<file path="config.mk">
export PLATFORM = sky130hd
export DESIGN_NAME = ft6206_touch_poller
export DESIGN_NICKNAME = d
export VERILOG_FILES = /design/src/rtl/ft6206_pkg.sv /design/src/rtl/poll_tick_gen.sv /design/src/rtl/ft6206_touch_poller.sv
export SDC_FILE = /design/constraint.sdc
export NUM_CORES = 1
export LEC_CHECK = 0
export ABC_CLOCK_PERIOD_IN_PS = 6600
export CAP_MARGIN = 15
export CORE_ASPECT_RATIO = 0.8
export CORE_MARGIN = 3
export CORE_UTILIZATION = 32
export DETAILED_ROUTE_END_ITERATION = 10
export GPL_TIMING_DRIVEN = 0
export PLACE_DENSITY = 0.54
export RECOVER_POWER = 50
export SLEW_MARGIN = 20
export SYNTH_ARGS = -nofsm -noshare
export SYNTH_HDL_FRONTEND = slang
export SYNTH_SLANG_ARGS = --single-unit
</file>
<file path="constraint.sdc">
create_clock -name clk -period 6.6 [get_ports clk]
set_input_delay 1.32 -clock clk [delete_from_list [all_inputs] [get_ports clk]]
set_output_delay 1.32 -clock clk [all_outputs]
set_load 0.01 [all_outputs]
</file>
<file path="src/rtl/ft6206_pkg.sv">
// Shared types and constants for the FT6206 touch poller: I2C byte-master
// command codes, poller FSM encoding and the controller's register map.
package ft6206_pkg;

  typedef enum logic [2:0] {
    I2C_START     = 3'd0,
    I2C_RESTART   = 3'd1,
    I2C_WRITE     = 3'd2,
    I2C_READ_ACK  = 3'd3,
    I2C_READ_NACK = 3'd4,
    I2C_STOP      = 3'd5
  } i2c_cmd_t;

  typedef enum logic [3:0] {
    ST_IDLE       = 4'd0,
    ST_START      = 4'd1,
    ST_ADDR_W     = 4'd2,
    ST_REG        = 4'd3,
    ST_RESTART    = 4'd4,
    ST_ADDR_R     = 4'd5,
    ST_RD0        = 4'd6,
    ST_RD1        = 4'd7,
    ST_RD2        = 4'd8,
    ST_RD3        = 4'd9,
    ST_RD4        = 4'd10,
    ST_STOP       = 4'd11,
    ST_UPDATE     = 4'd12,
    ST_ABORT_STOP = 4'd13
  } poller_state_t;

  localparam logic [7:0] REG_TD_STATUS = 8'h02;
  localparam logic [7:0] REG_P1_XH     = 8'h03;
  localparam logic [6:0] DEFAULT_ADDR  = 7'h38;

  // Only the register bits that carry information are kept.
  typedef struct packed {
    logic [3:0] td_n;
    logic [3:0] xh;
    logic [7:0] xl;
    logic [3:0] yh;
    logic [7:0] yl;
  } raw_regs_t;

  typedef struct packed {
    logic        touched;
    logic [11:0] x;
    logic [11:0] y;
  } touch_sample_t;

  // One or two reported touches count as touched; coordinates hold otherwise.
  function automatic touch_sample_t decode_touch(input raw_regs_t regs,
                                                 input touch_sample_t prev);
    touch_sample_t s;
    s         = prev;
    s.touched = (regs.td_n == 4'd1) || (regs.td_n == 4'd2);
    if (s.touched) begin
      s.x = {regs.xh, regs.xl};
      s.y = {regs.yh, regs.yl};
    end
    return s;
  endfunction

endpackage

</file>
<file path="src/rtl/poll_tick_gen.sv">
// Free-running wrap counter 0..TICKS-1; tick is high for the single cycle
// in which the counter sits at its last value.
module poll_tick_gen #(
  parameter int unsigned TICKS = 120_000
) (
  input  logic clk,
  input  logic rst,
  output logic tick
);

  localparam int unsigned CW = (TICKS > 1) ? $clog2(TICKS) : 1;
  localparam logic [CW-1:0] LAST = CW'(TICKS - 1);

  logic [CW-1:0] cnt_q, cnt_d;

  // NOTE: combinational blocks assign every output first so no path can infer a latch.
  always_comb begin
    tick  = (cnt_q == LAST);
    cnt_d = tick ? '0 : cnt_q + 1'b1;
  end

  // NOTE: sequential state uses non-blocking assignments so all flops update together.
  always_ff @(posedge clk) begin
    if (rst) begin
      cnt_q <= '0;
    end else begin
      cnt_q <= cnt_d;
    end
  end

endmodule

</file>
<file path="src/rtl/ft6206_touch_poller.sv">
// Periodically reads touch point 1 from an FT6206 through a byte-level I2C
// master and publishes the decoded touched/X/Y state.
module ft6206_touch_poller
  import ft6206_pkg::*;
#(
  parameter int unsigned CLK_HZ         = 12_000_000,
  parameter int unsigned POLL_HZ        = 100,
  parameter logic [6:0]  DEV_ADDR       = DEFAULT_ADDR,
  parameter int unsigned TIMEOUT_CYCLES = 65_536
) (
  input  logic        clk,
  input  logic        rst,
  input  logic        ena,
  output i2c_cmd_t    i2c_cmd,
  output logic [7:0]  i2c_wdata,
  output logic        i2c_valid,
  input  logic        i2c_ready,
  input  logic        i2c_done,
  input  logic [7:0]  i2c_rdata,
  input  logic        i2c_nack,
  output logic        touched,
  output logic [11:0] touch_x,
  output logic [11:0] touch_y,
  output logic        touch_valid,
  output logic        err
);

  localparam int unsigned POLL_TICKS = CLK_HZ / POLL_HZ;
  localparam int unsigned TMO_W      = $clog2(TIMEOUT_CYCLES + 1);
  localparam logic [TMO_W-1:0] TMO_LAST = TMO_W'(TIMEOUT_CYCLES - 1);

  localparam logic [3:0] S_IDLE       = ST_IDLE;
  localparam logic [3:0] S_START      = ST_START;
  localparam logic [3:0] S_ADDR_W     = ST_ADDR_W;
  localparam logic [3:0] S_REG        = ST_REG;
  localparam logic [3:0] S_RESTART    = ST_RESTART;
  localparam logic [3:0] S_ADDR_R     = ST_ADDR_R;
  localparam logic [3:0] S_RD0        = ST_RD0;
  localparam logic [3:0] S_RD1        = ST_RD1;
  localparam logic [3:0] S_RD2        = ST_RD2;
  localparam logic [3:0] S_RD3        = ST_RD3;
  localparam logic [3:0] S_RD4        = ST_RD4;
  localparam logic [3:0] S_STOP       = ST_STOP;
  localparam logic [3:0] S_UPDATE     = ST_UPDATE;
  localparam logic [3:0] S_ABORT_STOP = ST_ABORT_STOP;

  logic             poll_tick;
  logic [3:0]       state_q, state_d;
  logic             valid_q, valid_d;
  logic             wait_q, wait_d;
  logic [TMO_W-1:0] tmo_q, tmo_d;
  raw_regs_t        regs_q, regs_d;
  touch_sample_t    sample_q, sample_d;
  logic             tv_q, tv_d;
  logic             err_q, err_d;

  i2c_cmd_t         cmd_cur;
  logic [7:0]       wdata_cur;
  logic             is_write;
  logic [3:0]       next_state;
  logic             cmd_accept, cmd_done, cmd_timeout;

  poll_tick_gen #(
    .TICKS(POLL_TICKS)
  ) u_tick (
    .clk (clk),
    .rst (rst),
    .tick(poll_tick)
  );

  // Command and write byte are pure functions of the state, so they stay
  // stable for as long as the state waits on the handshake.
  always_comb begin
    cmd_cur   = I2C_START;
    wdata_cur = 8'h00;
    is_write  = 1'b0;
    case (state_q)
      S_START:   cmd_cur = I2C_START;
      S_ADDR_W:  begin cmd_cur = I2C_WRITE; wdata_cur = {DEV_ADDR, 1'b0}; is_write = 1'b1; end
      S_REG:     begin cmd_cur = I2C_WRITE; wdata_cur = REG_TD_STATUS;     is_write = 1'b1; end
      S_RESTART: cmd_cur = I2C_RESTART;
      S_ADDR_R:  begin cmd_cur = I2C_WRITE; wdata_cur = {DEV_ADDR, 1'b1}; is_write = 1'b1; end
      S_RD0, S_RD1, S_RD2, S_RD3: cmd_cur = I2C_READ_ACK;
      S_RD4:     cmd_cur = I2C_READ_NACK;
      S_STOP, S_ABORT_STOP: cmd_cur = I2C_STOP;
      default:   ;
    endcase
  end

  always_comb begin
    next_state = S_IDLE;
    case (state_q)
      S_START:   next_state = S_ADDR_W;
      S_ADDR_W:  next_state = S_REG;
      S_REG:     next_state = S_RESTART;
      S_RESTART: next_state = S_ADDR_R;
      S_ADDR_R:  next_state = S_RD0;
      S_RD0:     next_state = S_RD1;
      S_RD1:     next_state = S_RD2;
      S_RD2:     next_state = S_RD3;
      S_RD3:     next_state = S_RD4;
      S_RD4:     next_state = S_STOP;
      S_STOP:    next_state = S_UPDATE;
      default:   next_state = S_IDLE;
    endcase
  end

  always_comb begin
    state_d  = state_q;
    valid_d  = valid_q;
    wait_d   = wait_q;
    tmo_d    = tmo_q;
    regs_d   = regs_q;
    sample_d = sample_q;
    tv_d     = 1'b0;
    err_d    = 1'b0;

    // valid_q and wait_q are never both set, so at most one of these fires.
    cmd_accept  = valid_q & i2c_ready;
    cmd_done    = wait_q & i2c_done;
    cmd_timeout = wait_q & ~i2c_done & (tmo_q == TMO_LAST);

    if (state_q == S_IDLE) begin
      if (poll_tick && ena) begin
        state_d = S_START;
        valid_d = 1'b1;
      end
    end else if (state_q == S_UPDATE) begin
      sample_d = decode_touch(regs_q, sample_q);
      tv_d     = 1'b1;
      state_d  = S_IDLE;
    end else if (cmd_accept) begin
      valid_d = 1'b0;
      wait_d  = 1'b1;
      tmo_d   = '0;
    end else if (cmd_done) begin
      wait_d = 1'b0;
      if (is_write && i2c_nack) begin
        state_d = S_ABORT_STOP;
        valid_d = 1'b1;
        err_d   = 1'b1;
      end else begin
        case (state_q)
          S_RD0:   regs_d.td_n = i2c_rdata[3:0];
          S_RD1:   regs_d.xh   = i2c_rdata[3:0];
          S_RD2:   regs_d.xl   = i2c_rdata;
          S_RD3:   regs_d.yh   = i2c_rdata[3:0];
          S_RD4:   regs_d.yl   = i2c_rdata;
          default: ;
        endcase
        state_d = next_state;
        valid_d = (next_state != S_UPDATE) && (next_state != S_IDLE);
      end
    end else if (cmd_timeout) begin
      wait_d = 1'b0;
      // A stuck STOP during abort has nowhere left to go but idle.
      if (state_q == S_ABORT_STOP) begin
        state_d = S_IDLE;
      end else begin
        state_d = S_ABORT_STOP;
        valid_d = 1'b1;
        err_d   = 1'b1;
      end
    end else if (wait_q) begin
      tmo_d = tmo_q + 1'b1;
    end
  end

  always_ff @(posedge clk) begin
    if (rst) begin
      state_q  <= S_IDLE;
      valid_q  <= 1'b0;
      wait_q   <= 1'b0;
      tmo_q    <= '0;
      sample_q <= '0;
      tv_q     <= 1'b0;
      err_q    <= 1'b0;
    end else begin
      state_q  <= state_d;
      valid_q  <= valid_d;
      wait_q   <= wait_d;
      tmo_q    <= tmo_d;
      sample_q <= sample_d;
      tv_q     <= tv_d;
      err_q    <= err_d;
    end
  end

  // NOTE: capture registers are not reset; every byte is rewritten before UPDATE reads it.
  always_ff @(posedge clk) begin
    regs_q <= regs_d;
  end

  assign i2c_cmd     = cmd_cur;
  assign i2c_wdata   = wdata_cur;
  assign i2c_valid   = valid_q;
  assign touched     = sample_q.touched;
  assign touch_x     = sample_q.x;
  assign touch_y     = sample_q.y;
  assign touch_valid = tv_q;
  assign err         = err_q;

endmodule

</file>
Word-level counts from Yosys, hierarchy flattened
Memories as Yosys holds them, arrays and structs flattened. A register that Yosys moved wholly into a read port is not among the register bits.
Cells that the tools add are included.
{ "op_classes": {"div": 0, "n_reduce_logical": 27, "eq_ne": 23, "shift": 0, "muxes": 33, "bitwise": 9, "addsub": 2, "order_cmp": 0, "mul": 0} }
{ "ops": {"columns": ["op", "n"], "rows": [
  ["2-to-1 mux 17 bit", 4],
  ["2-to-1 mux 4 bit", 10],
  ["adder 17 x 1 -> 17 bit, second input constant", 2],
  ["AND reduction 6 bit", 5],
  ["== test 4 bit, second input constant", 6],
  ["case mux 7 bit (3 select lines)", 1],
  ["== test 17 x 16 -> 1 bit, second input constant", 1],
  ["== test 17 bit, second input constant", 1],
  ["2-to-1 mux 1 bit", 17],
  ["== test 4 x 3 -> 1 bit, second input constant", 4],
  ["case mux 3 bit (5 select lines)", 1],
  ["== test 4 x 2 -> 1 bit, second input constant", 3],
  ["nonzero test 4 bit", 3],
  ["AND reduction 3 bit", 3],
  ["inequality test 4 bit, second input constant", 2],
  ["OR reduction 4 bit", 2],
  ["inequality test 2 bit, second input constant", 3],
  ["OR reduction 2 bit", 3],
  ["inverter 1 bit", 5],
  ["AND reduction 5 bit", 1],
  ["bitwise AND 1 bit", 4],
  ["== test 4 x 1 -> 1 bit, second input constant", 1],
  ["zero test 4 bit", 1],
  ["AND reduction 4 bit", 1],
  ["other kinds (8)", 10]
]} }
{ "word_totals": {"mem_count": 1, "word_cells": 110, "ram_bits": 0, "romBits": 64, "inputBits": 14, "register_bits": 95, "latchBits": 0, "out_inout_bits": 39} }
{ "mem_list": {"columns": ["memory", "words", "word_bits", "rd", "rd_ports_with_merged_regs", "wr", "line", "source"], "rows": [
  ["(no name shown)", 16, 4, 1, 1, 0, "ft6206_touch_poller.sv:92", "case (state_q)"]
]} }

Longest topological paths before layout
{ "depth": {"word_depth": 11, "depth_mapped": 15, "mapped_depth_nobuf": 15} }

Modules after synthesis
A second synthesis with hierarchy kept.
{ "unflattened": {"cells_unflattened": 444, "area_unflattened_um2": 4290.4} }
{ "by_module_without_submodules": {"columns": ["module", "seq_area_each_um2", "cells_per_inst", "area_each_um2", "n_inst"], "rows": [
  ["ft6206_touch_poller", 1921.8, 355, 3484.6, 1],
  ["poll_tick_gen", 340.3, 89, 805.8, 1]
]} }

Worst setup path before layout
No wires, ideal clock.
{ "synth_path": {"kind": "register to register", "startpoint": "reg tmo_q[7]", "endpoint": "reg, netlist name next_state[3]", "t_arrival_ns": 3.169, "t_required_ns": 6.529, "setup_slack_ns": 3.360, "period_less_slack_ns": 3.240, "setup_ns": 0.071, "path_buffers": 0, "path_stages_with_launch": 15, "path_cell_list": "dfxtp_1 and4_1 and2_1 and3_1 nand3_1 nor4_1 ha_1 o21ai_0 nand2b_1 nand2_1 o311ai_0 a221oi_1 ha_1 or3b_1 a21oi_1"} }
{ "synth_between": {"elab_chain_cells": 6} }
{ "synth_lines": {"columns": ["element", "line", "source"], "rows": [
  ["start, declared", "ft6206_touch_poller.sv:51", "logic [TMO_W-1:0] tmo_q, tmo_d;"],
  ["start signal, assigned", "ft6206_touch_poller.sv:182", "tmo_q <= tmo_d;"],
  ["== test 17 x 16 -> 1 bit", "ft6206_touch_poller.sv:121", "cmd_timeout = wait_q & ~i2c_done & (tmo_q == TMO_LAST);"],
  ["bitwise AND 1 bit", "ft6206_touch_poller.sv:121", null],
  ["nonzero test 4 bit (no source line)", null, null],
  ["AND reduction 3 bit (no source line)", null, null],
  ["2-to-1 mux 4 bit (no source line) (2 in series)", null, null]
]} }
Every way passes these cells.
A chain may end at the register's enable or synchronous reset.

Final worst setup path
{ "layout_path": {"startpoint": "reg tmo_q[7]", "endpoint": "reg, netlist name next_state[3]"} }
{ "layout_between": {"elab_chain_cells": 6} }
{ "layout_lines": {"columns": ["element", "line"], "rows": [
  ["== test 17 x 16 -> 1 bit", "ft6206_touch_poller.sv:121"],
  ["bitwise AND 1 bit", "ft6206_touch_poller.sv:121"],
  ["nonzero test 4 bit (no source line)", null],
  ["AND reduction 3 bit (no source line)", null],
  ["2-to-1 mux 4 bit (no source line) (2 in series)", null]
]} }
Every way passes these cells.

==> out/summary.md <==
### Timing
• slew at the pin closest to its max-slew limit: 1.002 ns
• final hold viol count: 0
• Pins Over Slew Limit: 0
• post-route clock period utilization: 59.33%
• smallest hold slack: 0.4756 ns
• maximum frequency from static timing analysis: 0.2554 GHz
• setup repair after global routing missed its margin: no
• Final Skew: 0.006144 ns
• relative slew slack: 32.56%
• final setup fails: 0
• post-layout minimum cycle time: 3.916 ns
• post-route setup TNS: 0 ns

### Die
• FP Rows: 36
• horizontal die dimension: 133.5 um
• Top Ports: 53
• total core area: 12430 um^2
• height of the chip: 108.0 um
• Initial Util: 33.45%
• die area: 14410 um^2

### Worst setup path
• worst reg2reg path startpoint: tmo_q[7]$_SDFFE_PP0P_
• setup slack of the worst register-to-register path: 2.68 ns
• Worst Setup Start Kind: register
• first element of the critical path: tmo_q[7]$_SDFFE_PP0P_
• worst-path fanout max: 8
• Worst Path Required: 6.87 ns
• crit path capture: next_state[3]$_DFF_P_
• category of the most critical setup path: register to register
• crit path capture type: register
• Worst Reg2Reg Path Length in Cells: 14
• Arrival @ worst endpoint: 4.18 ns
• endpoint of the lowest-slack register-to-register path: next_state[3]$_DFF_P_

### Route
• remaining design rule violation count: 0
• number of routed nets with antenna violations: 0
• first-pass iteration count of the detailed router: 4
• via count: 3099
• Initial DRC Count: 248
• Total Routed Length: 8948 um
• average wire length per cell after detail routing: 13.62 um
• via density per instance: 4.717

### Status
• result of the run: finished clean

### Clocking
• Clk pin slew, worst setup/hold paths: 0.07 ns
• Post-CTS Setup Bufs: 0
• number of gates resized after cts: 0
• CTS Root Cell: sky130_fd_sc_hd__clkbuf_16
• number of H-tree levels: 3
• clock buffer depth: 2
• number of buffers created by CTS: 9
• Clk Latency, worst-skew pair: 0.34 ns
• number of clock sinks seen by CTS: 99
• clock tree from TritonCTS: done
• number of buffers inserted by hold repair at cts: 0

### Power and ir drop
• worst-case vdd ir drop: 0.0001326 V
• post-layout total power: 0.001165 W
• leakage dissipation: 2.027 nW
• pwr dens: 225.4 nW/um^2

### Logic synthesis
• share of synthesized registers carrying an async set or reset: 0%
• Yosys top cell area share: 34.18%
• Syn Inst Count: 419
• top cells by area, synth: sky130_fd_sc_hd__dfxtp_1 (34%), sky130_fd_sc_hd__edfxtp_1 (20%), sky130_fd_sc_hd__nor2_1 (6.6%), sky130_fd_sc_hd__mux2i_1 (5.8%), sky130_fd_sc_hd__xnor2_1 (3.2%)
• combined area of all synthesized cells: 4159 um^2
• Seq cells post-synth: 99
• number of enable-type register cells in the synthesized netlist: 28
• fraction of the yosys area taken by sequential cells: 54.39%
• library cells used by synthesis: 55
• Yosys warning count: 0
• prevailing post-synth register cell: sky130_fd_sc_hd__dfxtp_1
• Avg Cell Area, Syn: 9.926 um^2
• cell type contributing the most total cell area after synthesis: sky130_fd_sc_hd__dfxtp_1

### Global route
• first-pass GRT wire length: 14880 um
• via count of the first global-routing pass: 2968
• initial antenna violation count: 0
• aggregate global routing overflow: 0
• maximum number of pins on one net before global-route repair: 20
• total track usage: 12.89%

### Placement
• routability cong.: 0.8295
• number of port buffers: 49
• detailed placement HPWL: 6637 um

### Job
• Maximum Capacitance Violations: 0

### Finish
• fraction of final layout cells sized beyond drive strength 1: 7.613%
• area delta synth->final: 24.34%
• number of nets in the layout: 501
• total inserted antenna cells: 0

### Min path
• kind of path behind the tightest hold check: register to register

-- cell families (layout without fill, tap and decap cells) --
| family | after synthesis | after routing | synth area share [%] |
|---|---|---|---|
| buffers and inverters | 35 | 100 | 3.881 |
| muxes | 24 | 24 | 5.776 |
| DFF | 99 | 99 | 54.39 |
| and+or+nand+nor | 173 | 173 | 19.46 |
| AOI/OAI and AO/OA | 56 | 56 | 9.146 |
| adders and majority gates | 6 | 6 | 1.805 |
| other | 1 | 3 | 0.09017 |
| xor gates and xnor gates | 25 | 25 | 5.446 |
-- flip-flops by register name, indices dropped and copies added, names as in the netlist --
name / count
err: 1
touch_x: 12
tmo_q: 17
regs_q: 28
state_q: 4
wait_q: 1
touch_valid: 1
next_state: 4
touched: 1
touch_y: 12
i2c_valid: 1
u_tick.cnt_q: 17
-- layout by cell type (no fill, tap or decap), drive strengths merged, types with 2 or more instances in the layout --
| cell type | instances |
|---|---|
| nor2 | 74 |
| dfxtp | 71 |
| dlygate4sd3 | 37 |
| nand2 | 31 |
| edfxtp | 28 |
| mux2i | 24 |
| clkbuf | 20 |
| a21oi | 19 |
| inv | 17 |
| nand3 | 16 |
| xnor2 | 15 |
| o21ai | 13 |
| clkdlybuf4s50 | 12 |
| buf | 12 |
| nor3 | 11 |
| or3 | 10 |
| xor2 | 10 |
| ha | 6 |
| nand2b | 5 |
| and3 | 5 |
| a221oi | 3 |
| nor4 | 3 |
| or4 | 3 |
| nor2b | 3 |
| conb | 3 |
| nand3b | 2 |
| and2 | 2 |
| or2 | 2 |
| o31ai | 2 |
| o22a | 2 |
| o22ai | 2 |
| or3b | 2 |
| clkinv | 2 |
-- stage by stage --
stage          instance area (um^2)  utilization, %  instances  setup slack, ns
3_5_place_dp                   4876           39.22        641            2.491
2_1_floorplan                  4167               -        421            3.360
6_report                       5171           41.60        657            2.684
5_1_grt                        5171           41.60        657            2.184
4_1_cts                        5171           41.60        657            2.698
3_3_place_gp                   4871           39.18        641            2.532
-- cell usage after synthesis, types with 5 or more instances --
library cell,count
sky130_fd_sc_hd__a21oi_1,19
sky130_fd_sc_hd__and3_1,5
sky130_fd_sc_hd__buf_2,7
sky130_fd_sc_hd__buf_4,5
sky130_fd_sc_hd__clkbuf_1,8
sky130_fd_sc_hd__dfxtp_1,71
sky130_fd_sc_hd__edfxtp_1,28
sky130_fd_sc_hd__ha_1,6
sky130_fd_sc_hd__inv_1,12
sky130_fd_sc_hd__mux2i_1,24
sky130_fd_sc_hd__nand2_1,31
sky130_fd_sc_hd__nand2b_1,5
sky130_fd_sc_hd__nand3_1,16
sky130_fd_sc_hd__nor2_1,73
sky130_fd_sc_hd__nor3_1,11
sky130_fd_sc_hd__o21ai_0,13
sky130_fd_sc_hd__or3_1,10
sky130_fd_sc_hd__xnor2_1,15
sky130_fd_sc_hd__xor2_1,9
-- how the worst min path moves through the flow --
stage	start	end	slack [ns]	cells past startpoint
detailed placement	u_tick.cnt_q[0]$_SDFF_PP0_	u_tick.cnt_q[0]$_SDFF_PP0_	0.46	1
CTS	u_tick.cnt_q[0]$_SDFF_PP0_	u_tick.cnt_q[0]$_SDFF_PP0_	0.48	1
global route	regs_q[8]$_DFFE_PP_	touch_y[8]$_SDFFE_PP0P_	0.50	2
global placement	u_tick.cnt_q[0]$_SDFF_PP0_	u_tick.cnt_q[0]$_SDFF_PP0_	0.45	1
floorplan	u_tick.cnt_q[0]$_SDFF_PP0_	u_tick.cnt_q[0]$_SDFF_PP0_	0.43	1
finish	u_tick.cnt_q[0]$_SDFF_PP0_	u_tick.cnt_q[0]$_SDFF_PP0_	0.48	1
-- final cells by class --
class	count	area [um^2]
clock buffers	9	225.2
clock inverters	7	70.07
plain buffers	23	116.4
inverters	12	45.04
multi-input cells	287	1748
flip-flops and latches	99	2262
well taps	171	214.0
repair buffers	49	490.5
fillers	1242	7261
-- metal layers --
metal	track usage [%]	share of wire, %	up-vias
li1	-	-	1569
met1	18.01	51	1478
met2	19.89	45	44
met3	3.116	3.1	8
met4	3.965	1.3	0
met5	0	0	-
-- worst max-delay path: stages (launching register included) --
cell and delay [ns]:
sky130_fd_sc_hd__dfxtp_1 0.38, sky130_fd_sc_hd__and4_1 0.22, sky130_fd_sc_hd__and2_1 0.17, sky130_fd_sc_hd__and3_1 0.19, sky130_fd_sc_hd__nand3_1 0.12, sky130_fd_sc_hd__nor4_1 0.29, sky130_fd_sc_hd__ha_1 0.32, sky130_fd_sc_hd__o21ai_0 0.15
sky130_fd_sc_hd__nand2b_1 0.20, sky130_fd_sc_hd__nand2_1 0.25, sky130_fd_sc_hd__o311ai_0 0.23, sky130_fd_sc_hd__a221oi_1 0.57, sky130_fd_sc_hd__ha_1 0.26, sky130_fd_sc_hd__or3b_1 0.34, sky130_fd_sc_hd__a21oi_1 0.15
-- where the power goes --
group	switching, W	internal [W]
Combinational	0.0000155	0.00000980
Clock	0.000246	0.000268
Sequential	0.00000167	0.000625
Total	0.000263	0.000902
No activity file was read; power rests on OpenSTA's default activity.
